File: config.mk
export PLATFORM = sky130hd
export DESIGN_NAME = action_sequencer_flat
export DESIGN_NICKNAME = d
export VERILOG_FILES = /design/src/rtl/action_sequencer_pkg.sv /design/src/rtl/action_sequencer_if.sv /design/src/rtl/action_fifo.sv /design/src/rtl/action_sequencer.sv /design/src/flat_wrapper.sv
export SDC_FILE = /design/constraint.sdc
export NUM_CORES = 1
export LEC_CHECK = 0
export ABC_CLOCK_PERIOD_IN_PS = 3500
export CAP_MARGIN = 25
export CELL_PAD_IN_SITES_DETAIL_PLACEMENT = 1
export CELL_PAD_IN_SITES_GLOBAL_PLACEMENT = 1
export CORE_MARGIN = 8
export CORE_UTILIZATION = 46
export DETAILED_ROUTE_END_ITERATION = 8
export GPL_TIMING_DRIVEN = 0
export PLACE_DENSITY_LB_ADDON = 0.1
export SETUP_SLACK_MARGIN = 0.05
export SKIP_LAST_GASP = 1
export SLEW_MARGIN = 10
export SYNTH_ARGS = -nofsm -noshare
export SYNTH_HDL_FRONTEND = slang
export SYNTH_SLANG_ARGS = --single-unit
File: constraint.sdc
create_clock -name clk -period 3.5 [get_ports clk]
set_input_delay 0.875 -clock clk [delete_from_list [all_inputs] [get_ports clk]]
set_output_delay 0.875 -clock clk [all_outputs]
set_load 0.03 [all_outputs]
File: src/rtl/action_sequencer_pkg.sv
// Shared action-code constants and sequencer state encoding, also used by the
// downstream 7-segment action decoder.
package action_sequencer_pkg;

   typedef logic [2:0] action_t;

   localparam action_t ACT_DN      = 3'b000;
   localparam action_t ACT_A1      = 3'b001;
   localparam action_t ACT_UP      = 3'b010;
   localparam action_t ACT_A2      = 3'b011;
   localparam action_t ACT_R1      = 3'b100;
   localparam action_t ACT_R2      = 3'b101;
   localparam action_t ACT_NOTHING = 3'b110;
   localparam action_t ACT_INVALID = 3'b111;

   typedef enum logic [1:0] {
      ST_IDLE = 2'b00,
      ST_SHOW = 2'b01,
      ST_GAP  = 2'b10
   } state_t;

   // Only real actions are worth queueing; NOTHING and the invalid code are dropped.
   function automatic logic is_displayable(input action_t code);
      case (code)
         ACT_DN, ACT_A1, ACT_UP, ACT_A2, ACT_R1, ACT_R2: is_displayable = 1'b1;
         default:                                        is_displayable = 1'b0;
      endcase
   endfunction

endpackage

File: src/rtl/action_sequencer_if.sv
// Command handshake and display outputs of the action sequencer.
interface action_sequencer_if;
   import action_sequencer_pkg::*;

   logic    cmd_valid;
   action_t cmd_code;
   logic    cmd_ready;
   logic    abort;
   action_t action;
   logic    busy;
   logic    err_code;

   modport master (
      output cmd_valid, cmd_code, abort,
      input  cmd_ready, action, busy, err_code
   );

   modport slave (
      input  cmd_valid, cmd_code, abort,
      output cmd_ready, action, busy, err_code
   );

endinterface

File: src/rtl/action_fifo.sv
// Small command queue: power-of-two depth, wrapping pointers, synchronous flush.
module action_fifo
   import action_sequencer_pkg::*;
#(
   parameter int DEPTH = 4
) (
   input  logic                   clk,
   input  logic                   rst,
   input  logic                   flush,
   input  logic                   push,
   input  logic                   pop,
   input  action_t                din,
   output action_t                dout,
   output logic                   full,
   output logic                   empty,
   output logic [$clog2(DEPTH):0] count
);

   localparam int AW = $clog2(DEPTH);

   action_t          mem [DEPTH];
   logic [AW-1:0]    wr_ptr;
   logic [AW-1:0]    rd_ptr;
   logic             push_ok;
   logic             pop_ok;

   // A push into a full queue is legal only when a pop frees the slot this cycle.
   assign pop_ok  = pop && !empty;
   assign push_ok = push && (!full || pop_ok);

   assign full  = (count == (AW+1)'(DEPTH));
   assign empty = (count == '0);
   assign dout  = mem[rd_ptr];

   always_ff @(posedge clk) begin
      if (push_ok) begin
         mem[wr_ptr] <= din;
      end
   end

   always_ff @(posedge clk) begin
      if (rst || flush) begin
         wr_ptr <= '0;
         rd_ptr <= '0;
         count  <= '0;
      end else begin
         if (push_ok) begin
            wr_ptr <= wr_ptr + 1'b1;
         end
         if (pop_ok) begin
            rd_ptr <= rd_ptr + 1'b1;
         end
         case ({push_ok, pop_ok})
            2'b10:   count <= count + 1'b1;
            2'b01:   count <= count - 1'b1;
            default: count <= count;
         endcase
      end
   end

endmodule

File: src/rtl/action_sequencer.sv
// Queues action commands and displays each for a fixed dwell time, separated by
// an optional NOTHING gap; action and busy are registered for the decoder.
module action_sequencer
   import action_sequencer_pkg::*;
#(
   parameter int DWELL_CYCLES = 50000000,
   parameter int GAP_CYCLES   = 12500000,
   parameter int DEPTH        = 4
) (
   input logic               clk,
   input logic               rst,
   action_sequencer_if.slave bus
);

   localparam int MAX_CNT = (DWELL_CYCLES > GAP_CYCLES) ? DWELL_CYCLES : GAP_CYCLES;
   localparam int CW      = (MAX_CNT > 1) ? $clog2(MAX_CNT) : 1;
   localparam int QW      = $clog2(DEPTH) + 1;
   localparam bit HAS_GAP = (GAP_CYCLES > 0);

   localparam logic [CW-1:0] DWELL_LOAD = CW'(DWELL_CYCLES - 1);
   localparam logic [CW-1:0] GAP_LOAD   = CW'((GAP_CYCLES > 0) ? GAP_CYCLES - 1 : 0);

   state_t        state, state_n;
   logic [CW-1:0] cnt, cnt_n;
   action_t       act_q, act_n;
   logic          busy_q, busy_n;
   logic          err_q, err_n;

   logic          accept;
   logic          push;
   logic          pop;
   action_t       head;
   logic          q_full;
   logic          q_empty;
   logic [QW-1:0] q_count;

   action_fifo #(
      .DEPTH (DEPTH)
   ) u_fifo (
      .clk   (clk),
      .rst   (rst),
      .flush (bus.abort),
      .push  (push),
      .pop   (pop),
      .din   (bus.cmd_code),
      .dout  (head),
      .full  (q_full),
      .empty (q_empty),
      .count (q_count)
   );

   // pop depends only on registered state and abort, so ready has no path from cmd_valid.
   assign bus.cmd_ready = !q_full || pop;
   assign accept        = bus.cmd_valid && bus.cmd_ready && !bus.abort;
   assign push          = accept && is_displayable(bus.cmd_code);
   assign err_n         = accept && (bus.cmd_code == ACT_INVALID);
   assign busy_n        = !bus.abort &&
                          ((state_n != ST_IDLE) || (q_count > QW'(pop)) || push);

   always_comb begin
      state_n = state;
      cnt_n   = cnt;
      act_n   = act_q;
      pop     = 1'b0;

      case (state)
         ST_IDLE: begin
            act_n = ACT_NOTHING;
            if (!q_empty) begin
               pop     = 1'b1;
               state_n = ST_SHOW;
               cnt_n   = DWELL_LOAD;
               act_n   = head;
            end
         end

         ST_SHOW: begin
            if (cnt != '0) begin
               cnt_n = cnt - 1'b1;
            end else if (HAS_GAP) begin
               state_n = ST_GAP;
               cnt_n   = GAP_LOAD;
               act_n   = ACT_NOTHING;
            end else if (!q_empty) begin
               pop   = 1'b1;
               cnt_n = DWELL_LOAD;
               act_n = head;
            end else begin
               state_n = ST_IDLE;
               act_n   = ACT_NOTHING;
            end
         end

         ST_GAP: begin
            if (cnt != '0) begin
               cnt_n = cnt - 1'b1;
            end else if (!q_empty) begin
               pop     = 1'b1;
               state_n = ST_SHOW;
               cnt_n   = DWELL_LOAD;
               act_n   = head;
            end else begin
               state_n = ST_IDLE;
               act_n   = ACT_NOTHING;
            end
         end

         default: begin
            state_n = ST_IDLE;
            cnt_n   = '0;
            act_n   = ACT_NOTHING;
         end
      endcase

      if (bus.abort) begin
         state_n = ST_IDLE;
         cnt_n   = '0;
         act_n   = ACT_NOTHING;
         pop     = 1'b0;
      end
   end

   always_ff @(posedge clk) begin
      if (rst) begin
         state  <= ST_IDLE;
         cnt    <= '0;
         act_q  <= ACT_NOTHING;
         busy_q <= 1'b0;
         err_q  <= 1'b0;
      end else begin
         state  <= state_n;
         cnt    <= cnt_n;
         act_q  <= act_n;
         busy_q <= busy_n;
         err_q  <= err_n;
      end
   end

   assign bus.action   = act_q;
   assign bus.busy     = busy_q;
   assign bus.err_code = err_q;

endmodule

File: src/flat_wrapper.sv
// flat-port wrapper written by rule: the top's interface ports become plain ports
module action_sequencer_flat import action_sequencer_pkg::*;
#(
   parameter int DWELL_CYCLES = 50000000,
   parameter int GAP_CYCLES   = 12500000,
   parameter int DEPTH        = 4
)
  (clk, rst, bus_cmd_valid, bus_cmd_code, bus_abort, bus_cmd_ready, bus_action, bus_busy, bus_err_code);
  action_sequencer_if bus_i ();
  input logic clk;
  input logic rst;
  input wire logic [$bits(bus_i.cmd_valid)-1:0] bus_cmd_valid;
  input wire logic [$bits(bus_i.cmd_code)-1:0] bus_cmd_code;
  input wire logic [$bits(bus_i.abort)-1:0] bus_abort;
  output wire logic [$bits(bus_i.cmd_ready)-1:0] bus_cmd_ready;
  output wire logic [$bits(bus_i.action)-1:0] bus_action;
  output wire logic [$bits(bus_i.busy)-1:0] bus_busy;
  output wire logic [$bits(bus_i.err_code)-1:0] bus_err_code;
  assign bus_i.cmd_valid = bus_cmd_valid;
  assign bus_i.cmd_code = bus_cmd_code;
  assign bus_i.abort = bus_abort;
  assign bus_cmd_ready = bus_i.cmd_ready;
  assign bus_action = bus_i.action;
  assign bus_busy = bus_i.busy;
  assign bus_err_code = bus_i.err_code;
  action_sequencer #(.DWELL_CYCLES(DWELL_CYCLES), .GAP_CYCLES(GAP_CYCLES), .DEPTH(DEPTH)) u_core (.clk(clk), .rst(rst), .bus(bus_i));
endmodule
# Word level (Yosys, flattened, before mapping)
# Memory sizes are Yosys's and may differ from the RTL's. A register that Yosys moved wholly into a read port is not among the register bits.
# Cells that the tools add are included.
[classes] mux=24 n_eq_ne=13 reduce_logical=24 addsub=5 n_lt_le_gt_ge=1
[op_table] cell="26-bit 2-to-1 mux" n=3
[op_table] cell="26-bit case mux with 3 select lines" n=1
[op_table] cell="26-bit nonzero test" n=1
[op_table] cell="26-bit by 1-bit subtractor with 26-bit output (second input constant)" n=1
[op_table] cell="3-bit == test (second input constant)" n=4
[op_table] cell="2-bit 2-to-1 mux" n=6
[op_table] cell="3-bit 2-to-1 mux" n=3
[op_table] cell="3-bit case mux with 3 select lines" n=1
[op_table] cell="1-bit logical AND" n=7
[op_table] cell="1-bit 2-to-1 mux" n=7
[op_table] cell="3-bit by 2-bit == test with 1-bit output (second input constant)" n=2
[op_table] cell="3-bit zero test" n=2
[op_table] cell="2-bit case mux with 3 select lines" n=1
[op_table] cell="3-bit case mux with 2 select lines" n=1
[op_table] cell="6-bit OR reduction" n=1
[op_table] cell="1-bit logical OR" n=5
[op_table] cell="2-bit by 1-bit adder with 2-bit output (second input constant)" n=2
[op_table] cell="2-bit by 1-bit == test with 1-bit output (second input constant)" n=2
[op_table] cell="2-bit == test (second input constant)" n=2
[op_table] cell="2-bit inequality test (second input constant)" n=2
[op_table] cell="2-bit nonzero test" n=2
[op_table] cell="3-bit by 1-bit adder with 3-bit output (second input constant)" n=1
[op_table] cell="3-bit by 1-bit == test with 1-bit output (second input constant)" n=1
[op_table] cell="3-bit by 1-bit greater-than comparator with 1-bit output" n=1
[op_table] cell="other kinds (6)" n=8
[totals] inputBits=7 elab_cells=76 regBits=40 mem_bits_rw=12 memories=1 out_inout_bits=6
[mem_list] memory="u_core.u_fifo.mem" depth=4 width=3 rd=1 rd_clocked_by_memory_dff=1 wr=1 line_no="action_fifo.sv:21" rtl="action_t mem [DEPTH];"

# Depth between registers and ports, before layout
# Gate-level depths: netlist of the first run.
[logic_depth] depth_word=12 ltp_mapped=14 ltp_nobuf=14

# By module
# From an unflattened synthesis of the first run, not the netlist that was laid out.
[unflattened] hier_cells=367 hier_area_um2=3288.2
[modules_own_cells] mod="action_sequencer" instances=1 seq_area_each_um2=660.6 area_each_um2=2245.9 cells_per_inst=284
[modules_own_cells] mod="action_fifo" instances=1 seq_area_each_um2=540.5 area_each_um2=1042.2 cells_per_inst=83

# Worst setup path before layout of the first run
# No wires, ideal clock.
[synth_timing] path_type="reg2out" start="register u_core.cnt[0]" end="output bus_cmd_ready" required_time_ns=2.625 n_path_buf=0 path_stages_with_launch=8 path_slack_ns=0.473 arrival_time_ns=2.152 cell_sequence="dfxtp_1 inv_1 ha_1 nor4b_2 nand4_2 o21ai_2 nand2_1 o21ai_0"
[synth_via] elab_chain_len=5
[synth_rtl] element="start, declared" line_no="action_sequencer.sv:24" rtl="logic [CW-1:0] cnt, cnt_n;"
[synth_rtl] element="start signal, assigned" line_no="action_sequencer.sv:132" rtl="cnt <= cnt_n;"
[synth_rtl] element="26-bit nonzero test" line_no="action_sequencer.sv:78, action_sequencer.sv:95"
[synth_rtl] element="1-bit 2-to-1 mux" line_no="action_sequencer.sv:95" rtl="if (cnt != '0) begin"
[synth_rtl] element="1-bit case mux with 2 select lines" line_no="action_sequencer.sv:66" rtl="case (state)"
[synth_rtl] element="1-bit 2-to-1 mux" line_no="action_sequencer.sv:115" rtl="if (bus.abort) begin"
[synth_rtl] element="1-bit logical OR" line_no="action_sequencer.sv:53" rtl="assign bus.cmd_ready = !q_full || pop;"
[synth_rtl] element="end, declared" line_no="flat_wrapper.sv:15" rtl="output wire logic [$bits(bus_i.cmd_ready)-1:0] bus_cmd_ready;"
# Every way passes these cells.

# Final worst setup path of the first run
[layout_timing] start="register u_core.cnt[5]" end="output bus_cmd_ready"
# Same word-level chain as after synthesis.

==> results of run 1 <==
final timing paths:
check	startpoint	end	slack, ps	cells after the start
setup / recovery	u_core.cnt[5]$_SDFF_PP0_	bus_cmd_ready	190	7
hold / removal	u_core.bus.action[0]$_SDFFE_PP0P_	u_core.bus.action[0]$_SDFFE_PP0P_	480	2
setup reg to reg	u_core.cnt[5]$_SDFF_PP0_	u_core.u_fifo.count[2]$_SDFFE_PP0P_	400	12
hold reg to reg	u_core.bus.action[0]$_SDFFE_PP0P_	u_core.bus.action[0]$_SDFFE_PP0P_	480	2
sequential cells by signal (all words and copies together), names as in the netlist, named ones only:
| register | flops |
|---|---|
| u_core.cnt | 26 |
| u_core.u_fifo.mem | 12 |
| u_core.bus.action | 3 |
| u_core.u_fifo.count | 3 |
| u_core.state | 2 |
| u_core.u_fifo.rd_ptr | 2 |
| u_core.u_fifo.wr_ptr | 2 |
| u_core.bus.busy | 1 |
| u_core.bus.err_code | 1 |
per-stage QoR:
step / setup WS (ps) / hold WS, ps / instance area, um^2
after floorplan: 473 / 485 / 2970
after global placement: -130 / 458 / 3190
after detailed placement: -118 / 450 / 3190
after CTS: 64.9 / 472 / 3300
after global routing: 70.1 / 511 / 3310
final: 190 / 482 / 3310
routing by layer:
metal / global-route usage, % / part of all wire (%) / vias up
li1: - / - / 1276
met1: 24.9 / 45 / 1298
met2: 32.8 / 50 / 51
met3: 3.17 / 3.9 / 10
met4: 6.05 / 1.5 / 0
met5: 0 / 0 / -
power by group through the flow:
| stage | sequential [mW] | combinational (mW) | clock, mW |
|---|---|---|---|
| detailed placement | 0.691 | 0.484 | 0 |
| floorplan | 0.688 | 0.359 | 0 |
| CTS | 0.676 | 0.498 | 0.388 |
| global route | 0.680 | 0.550 | 0.401 |
| global placement | 0.690 | 0.475 | 0 |
| finish | 0.677 | 0.501 | 0.379 |
layout make-up:
cell class | count | share of cell area [%]
clock buffer | 5 | 2.08
sequential | 54 | 36.3
buffer | 12 | 1.81
tap | 77 | 2.91
inverter | 10 | 1.13
timing repair buffer | 14 | 3.93
multi-input combinational | 260 | 51.1
clock inverter | 3 | 0.756
worst max-delay path: cells and delay by family (launching register included):
family,cells,cell delay (ps)
buffers and inverters,2,450
DFF,1,390
AOI/OAI and AO/OA,2,470
and+or+nand+nor,3,790
cell families after synthesis:
logic type,synth area share [%]
DFF,40.4
muxes,2.99
buffers and inverters,3.28
xor gates and xnor gates,3.24
and+or+nand+nor,25.5
AOI/OAI and AO/OA,20.5
adders and majority gates,4.04
placed cells by master (no fill, tap or decap), types with 4 or more instances in the layout:
cell type | netlist | layout
inv_1 | 10 | 10
a21o_1 | 4 | 4
xor2_1 | 5 | 5
clkbuf_1 | 7 | 7
nor3_1 | 13 | 13
o21ai_0 | 20 | 20
a311oi_1 | 5 | 5
clkdlybuf4s50_1 | 0 | 11
a31oi_1 | 6 | 6
edfxtp_1 | 12 | 12
a21oi_1 | 22 | 22
clkbuf_8 | 0 | 5
nand2b_1 | 4 | 4
and2_1 | 5 | 5
nor4_1 | 7 | 7
nand3_1 | 7 | 7
or2_2 | 5 | 5
o31ai_1 | 5 | 5
or3_1 | 4 | 4
ha_1 | 8 | 8
nor2_1 | 51 | 51
dfxtp_1 | 42 | 42
nand2_1 | 24 | 24
o21a_1 | 6 | 6
xnor2_1 | 6 | 6
repair_timing:
action / CTS / global route
resized for setup: 5 / 4
setup endpoints to repair: 1 / 1
hold buffers: 0 / 0
hold endpoints to repair: 0 / 0
pin swaps: 1 / 1
buffers inserted: 1 / 0
==> metrics.csv, run 1 <==
metric,value,unit
power.internal,0.988,mW
max_stage_delay,460,ps
crit_path_max_fanout,10,
rsz0062_at_grt,false,
ys_types,64,
cts.sinks,54,
finish.utilization,52.4,%
worst_setup_path_end_kind,primary output,
grt_use_total,19.5,%
skew,14.0,ps
die_area,9290,um^2
outcome,finished clean,
pwr-share-comb,32.2,%
clock-root-buffer,clkbuf_8,
clk_latency,320,ps
clkTransAtPathRegs,110,ps
clk_path_buf_depth,2,
final_cells,435,
worst_ep_required_time,2620,ps
avgSynthCellArea,8.85,um^2
port-buffer-count,12,
async_flop_share,0,%
synth_nets,352,
period_minus_slack,3310,ps
routabilityCongestion,0.886,
post-layout-total-power,1.56,mW
synth-main-ff-cell,dfxtp_1,
grt_pass1_wl,14000,um
maxSlewHeadroom,52.6,%
drtAntennaViolNets,0,
netlist_area,2970,um^2
synth-edff-count,12,
p_seq_share,43.5,%
num_io_pins,13,
critPathArrivalTime,2440,ps
critPathKind,register to primary output,
drc,0,
routed_wl,8320,um
seq_area,1200,um^2
syn_inst,336,
grt_overflow,0,
cp_cell_sequence,"nor4_4, nand3_2, buf_4, o21ai_4, nand2_1, o21ai_0, clkbuf_4",
vias,2635,
antennaDiodeCount,0,
drive_above_1_share,11.7,%
placed_cells,426,
synth_area_leaders,"dfxtp_1 28%, edfxtp_1 12%, nor2_1 6.4%, a21oi_1 3.7%, ha_1 3.4%",
maxCapViolCount,0,
yosysTopAreaCellShare,28.3,%
multiInputGateArea,1690,um^2
p_per_area,470,nW/um^2
cts_tree,built,
first_iter_violations,211,
finalSetupViolations,0,
peakVddDrop,0.000244,V
fillers,777,
finalHoldViolations,0,
core_area,6310,um^2
worst_setup_path_start_kind,register,
pwr-share-clk,24.3,%
numCtsBuffers,5,
post_drt_wl_per_cell,19.1,um
ys_top_cells_by_count,"51 x nor2_1, 42 x dfxtp_1, 24 x nand2_1",
grt_max_degree,19,
vias_per_cell,6.06,
net-switching-power,0.569,mW
yosysSeqAreaShare,40.4,%
yosysTopAreaCell,dfxtp_1,
synth_most_common_cell,nor2_1,
p_leak,1.22,nW
swShare,36.5,%
grt_pass1_vias,2685,
fin_crit_sh,94.6,%
yosys_warnings,0,
max_freq,302,MHz
worstMarginPinSlew,711,ps
slowest_stage,nor4_4,
dr.pass1.iters,4,
rows,29,
finalMaxSlewViolations,0,
start_util,47.1,%
synth_seq_cells,54,
die_w,96.4,um
htree_levels,2,
grt_antenna_before_repair,0,
nets,373,
setup_tns,0,ps
hold_class,register to register,
fp.dieH,96.4,um
post-dp-hpwl,6160,um
syn2layout_area_growth,11.3,%
Note: power is estimated with default switching activity, not from simulation.
==> inputs of run 2 (changes only) <==
- MAX_ROUTING_LAYER: unset -> met4
==> metrics.csv, run 2 (synthesized netlist as in run 1, its figures left out) <==
metric,value,unit,change
outcome,finished clean,,
dp_worst_setup_slack,-118,ps,unchanged
routed_wl,8380,um,+0.67%
largest_reg_flops,26,,unchanged
holdBufCountCts,0,,unchanged
worst_ep_required_time,2620,ps,about the same
slowest_stage,nor4_4,,
finalMaxSlewViolations,0,,unchanged
cp_num_buf_inv,2,,unchanged
clk_path_buf_depth,2,,unchanged
clkTransAtPathRegs,110,ps,about the same
post-dp-hpwl,6160,um,unchanged
antennaDiodeCount,0,,unchanged
dr.pass1.iters,5,,+1
cts_tree,built,,
clk_latency,320,ps,about the same
period_minus_slack,3320,ps,+4.88 ps
syn2layout_area_growth,11.3,%,unchanged
grt_use_total,20.1,%,+0.65 points
clock-root-buffer,clkbuf_8,,
core_area,6310,um^2,unchanged
port-buffer-count,12,,unchanged
rsz0062_at_grt,false,,
p_per_area,471,nW/um^2,+0.11%
reg2reg_setup_slack,400,ps,about the same
worst_setup_path_start_kind,register,,
rows,29,,unchanged
drc,0,,unchanged
numCtsBuffers,5,,unchanged
cts.sinks,54,,unchanged
drtAntennaViolNets,0,,unchanged
top_regs,"u_core.cnt x26, u_core.u_fifo.mem x12",,
maxSlewHeadroom,53.4,%,+0.74 points
rr_endpoint,u_core.u_fifo.count[2]$_SDFFE_PP0P_,,
nets,373,,unchanged
cp_cell_sequence,"nor4_4, nand3_2, buf_4, o21ai_4, nand2_1, o21ai_0, clkbuf_4",,
placed_cells,426,,unchanged
die_w,96.4,um,unchanged
largest_register,u_core.cnt,,
fillers,777,,unchanged
finalHoldViolations,0,,unchanged
grt_pass1_wl,14000,um,unchanged
maxCapViolCount,0,,unchanged
grt_pass1_vias,2684,,-0.037%
grt_max_degree,19,,unchanged
start_util,47.1,%,unchanged
drive_above_1_share,11.7,%,unchanged
routabilityCongestion,0.901,,+1.7%
finalSetupViolations,0,,unchanged
die_area,9290,um^2,unchanged
hold_class,register to register,,
vias_per_cell,6.11,,+0.83%
fp.dieH,96.4,um,unchanged
whs_path_depth,2,,unchanged
vias,2657,,+0.83%
peakVddDrop,0.000243,V,about the same
first_iter_violations,187,,-11%
min_to,u_core.bus.action[0]$_SDFFE_PP0P_,,
grt_antenna_before_repair,0,,unchanged
critPathArrivalTime,2440,ps,about the same
worst_path_dominant_cell_family,simple AND/OR/NAND/NOR gates,,
skew,13.3,ps,-0.700 ps
min_from,u_core.bus.action[0]$_SDFFE_PP0P_,,
worstRegToRegCells,12,,unchanged
crit_path_max_fanout,10,,unchanged
max_freq,302,MHz,-0.15%
num_io_pins,13,,unchanged
grt_overflow,0,,unchanged
final_cell_mix,"51 x nor2_1, 42 x dfxtp_1, 24 x nand2_1",,
p_leak,1.22,nW,unchanged
worstMarginPinSlew,700,ps,-11.1 ps
final_cells,435,,unchanged
critPathKind,register to primary output,,
post_drt_wl_per_cell,19.3,um,+0.67%
layout_commonest_cell,nor2_1,,
max_stage_delay,460,ps,about the same
worst_setup_path_end_kind,primary output,,
fin_crit_sh,94.7,%,+0.14 points
reg2reg_from,u_core.cnt[5]$_SDFF_PP0_,,
setup_slack,185,ps,-4.88 ps
htree_levels,2,,unchanged
-- run 2: cell counts in the layout (fill, tap and decap cells not counted) --
Identical to the previous run, type by type.
-- run 2: worst min-delay path, delay by kind of cell (launching register included) --
kind            cells  cell delay, ps
flops               1             340
compound gates      1              50
simple gates        1              60
-- run 2: final cells by class --
cell class / count / area [um^2] / area share, %
Buffer: 12 / 60.1 / 1.81
Sequential cell: 54 / 1200 / 36.3
Clock inverter: 3 / 25.0 / 0.756
Inverter: 10 / 37.5 / 1.13
Timing Repair Buffer: 14 / 130 / 3.93
Clock buffer: 5 / 68.8 / 2.08
Tap cell: 77 / 96.3 / 2.91
Multi-Input combinational cell: 260 / 1690 / 51.1
-- run 2: what timing repair did --
item / 4_1_cts / 5_1_grt
setup buffers: 1 / 0
setup endpoints to repair: 1 / 1
gates resized for setup: 5 / 4
pin swaps: 1 / 1
-- run 2: worst max-delay path by stage --
stage	start	endpoint	slack [ps]	cells after the start
2_1_floorplan	u_core.cnt[0]$_SDFF_PP0_	bus_cmd_ready	470	7
3_3_place_gp	u_core.cnt[0]$_SDFF_PP0_	bus_cmd_ready	-130	8
3_5_place_dp	u_core.cnt[0]$_SDFF_PP0_	bus_cmd_ready	-120	8
4_1_cts	u_core.cnt[6]$_SDFF_PP0_	bus_cmd_ready	60	7
5_1_grt	u_core.cnt[5]$_SDFF_PP0_	bus_cmd_ready	70	7
6_report	u_core.cnt[5]$_SDFF_PP0_	bus_cmd_ready	180	7
-- run 2: per-layer routing --
metal / routed length [um] / global-route usage, %
met1: 3840 / 25.1
met2: 4130 / 32.7
met3: 285 / 2.94
met4: 125 / 6.43
met5: 0 / -
-- run 2: power by group --
group	internal, mW	switching (mW)	total [mW]	leakage, nW
logic	0.188	0.313	0.501	0.724
clock network	0.145	0.235	0.381	0.0447
registers	0.654	0.0225	0.677	0.448
total	0.988	0.571	1.56	1.22
-- run 2: per-stage QoR --
stage	cell area [um^2]	total power, mW	setup TNS, ps	hold WS (ps)	util [%]
4_1_cts	3300	1.56	0	472	52.3
3_5_place_dp	3190	1.17	-118	450	50.6
3_3_place_gp	3190	1.16	-130	458	50.5
5_1_grt	3310	1.63	0	511	52.4
6_report	3310	1.56	0	482	52.4
2_1_floorplan	2970	1.05	0	485	-
==> inputs of run 3 (changes only) <==
- SETUP_SLACK_MARGIN: 0.05 -> 0.15
==> metrics.csv, run 3 (synthesized netlist as in run 1, its figures left out) <==
metric,value,unit,change
rr_endpoint,u_core.u_fifo.count[2]$_SDFFE_PP0P_,,
setup_slack,350,ps,+165 ps
critPathArrivalTime,2270,ps,-170 ps
period_minus_slack,3150,ps,-165 ps
outcome,finished clean,,
post-dp-hpwl,6160,um,unchanged
finalHoldViolations,0,,unchanged
dr.pass1.iters,5,,unchanged
routed_wl,8510,um,+1.6%
fin_crit_sh,90.0,%,-4.7 points
clock-root-buffer,clkbuf_8,,
start_util,47.1,%,unchanged
top_regs,"u_core.cnt x26, u_core.u_fifo.mem x12",,
finish.utilization,52.9,%,+0.48 points
worst_ep_required_time,2620,ps,about the same
maxCapViolCount,0,,unchanged
vias_per_cell,6.12,,+0.22%
grt_antenna_before_repair,0,,unchanged
die_area,9290,um^2,unchanged
whs_path_depth,2,,unchanged
fp.dieH,96.4,um,unchanged
antennaDiodeCount,0,,unchanged
holdBufCountCts,0,,unchanged
grt_max_degree,19,,unchanged
drc,0,,unchanged
largest_reg_flops,26,,unchanged
die_w,96.4,um,unchanged
critPathKind,register to primary output,,
drtAntennaViolNets,0,,unchanged
grt_pass1_wl,14200,um,+1.8%
peakVddDrop,0.000244,V,about the same
final_cell_mix,"51 x nor2_1, 42 x dfxtp_1, 24 x nand2_1",,
reg2reg_from,u_core.cnt[0]$_SDFF_PP0_,,
max_freq,317,MHz,+5.2%
htree_levels,2,,unchanged
syn2layout_area_growth,12.3,%,
startpoint,u_core.cnt[0]$_SDFF_PP0_,,
drive_above_1_share,12.2,%,+0.49 points
core_area,6310,um^2,unchanged
clk_path_buf_depth,2,,unchanged
rows,29,,unchanged
placed_cells,426,,unchanged
skew,13.1,ps,-0.270 ps
grt_pass1_vias,2698,,+0.52%
nets,375,,+0.54%
p_per_area,469,nW/um^2,-0.43%
post_drt_wl_per_cell,19.5,um,+1.1%
reg2reg_setup_slack,460,ps,+60 ps
largest_register,u_core.cnt,,
p_leak,1.24,nW,+1.9%
final_area,3340,um^2,+0.91%
min_from,u_core.bus.action[0]$_SDFFE_PP0P_,,
grt_use_total,20.5,%,+0.42 points
vias,2675,,+0.68%
worstMarginPinSlew,700,ps,+0.611 ps
finalMaxSlewViolations,0,,unchanged
num_io_pins,13,,unchanged
maxSlewHeadroom,53.3,%,about the same
crit_path_max_fanout,7,,-3
grt_overflow,0,,unchanged
worst_setup_path_end_kind,primary output,,
layout_commonest_cell,nor2_1,,
port-buffer-count,12,,unchanged
numCtsBuffers,5,,unchanged
dpl_cell_area,3190,um^2,unchanged
first_iter_violations,215,,+15%
final_cells,437,,+0.46%
cts_tree,built,,
routabilityCongestion,0.901,,unchanged
dp_worst_setup_slack,-118,ps,unchanged
clk_latency,320,ps,about the same
worst_setup_path_start_kind,register,,
rsz0062_at_grt,false,,
hold_class,register to register,,
hold_slack,479,ps,-2.44 ps
clkTransAtPathRegs,110,ps,about the same
min_to,u_core.bus.action[0]$_SDFFE_PP0P_,,
worstRegToRegCells,15,,+3
finalSetupViolations,0,,unchanged
cts.sinks,54,,unchanged
==> run 3: how the worst max path moves through the flow <==
stage,endpoint,slack (ps),cells after the start
after detailed placement,bus_cmd_ready,-120,8
after global routing,bus_cmd_ready,180,8
final,bus_cmd_ready,350,8
after global placement,bus_cmd_ready,-130,8
after floorplan,bus_cmd_ready,470,7
after CTS,bus_cmd_ready,180,8
==> run 3: what timing repair did <==
action	CTS	global route
setup endpoints to repair	1	1
buffers inserted	2	1
gates resized for setup	8	2
pin swaps	2	1
==> run 3: final cells by class <==
type                       count  area [um^2]
inverter                      10         37.5
multi-input combinational    260         1710
timing repair buffer          16          143
tap                           77         96.3
fill                         778         2970
clock inverter                 3         25.0
buffer                        12         60.1
sequential                    54         1200
clock buffer                   5         68.8
==> run 3: power by group <==
group	internal (mW)	switching [mW]	total, mW
combinational	0.194	0.314	0.508
clock	0.145	0.234	0.380
sequential	0.654	0.0238	0.678
total	0.994	0.573	1.57
==> run 3: critical path, stage by stage, from the launching register on <==
cell and delay, ps:
dfxtp_1 390, inv_1 130, ha_1 170, nor4b_4 270, nand4_2 200, o21ai_4 240
nand2_1 140, o21ai_0 190, buf_2 230
==> run 3: per-stage QoR <==
stage / total power, mW / TNS [ps]
6_report: 1.57 / 0
5_1_grt: 1.64 / 0
4_1_cts: 1.57 / 0
3_5_place_dp: 1.17 / -118
3_3_place_gp: 1.16 / -130
2_1_floorplan: 1.05 / 0
==> run 3: per-layer routing <==
layer  global-route usage (%)  vias up  wire, um
li1                         -     1284         -
met1                     25.6     1309      3830
met2                     33.7       73      4260
met3                     2.94        9       315
met4                     6.43        0       104
met5                        -        -         0
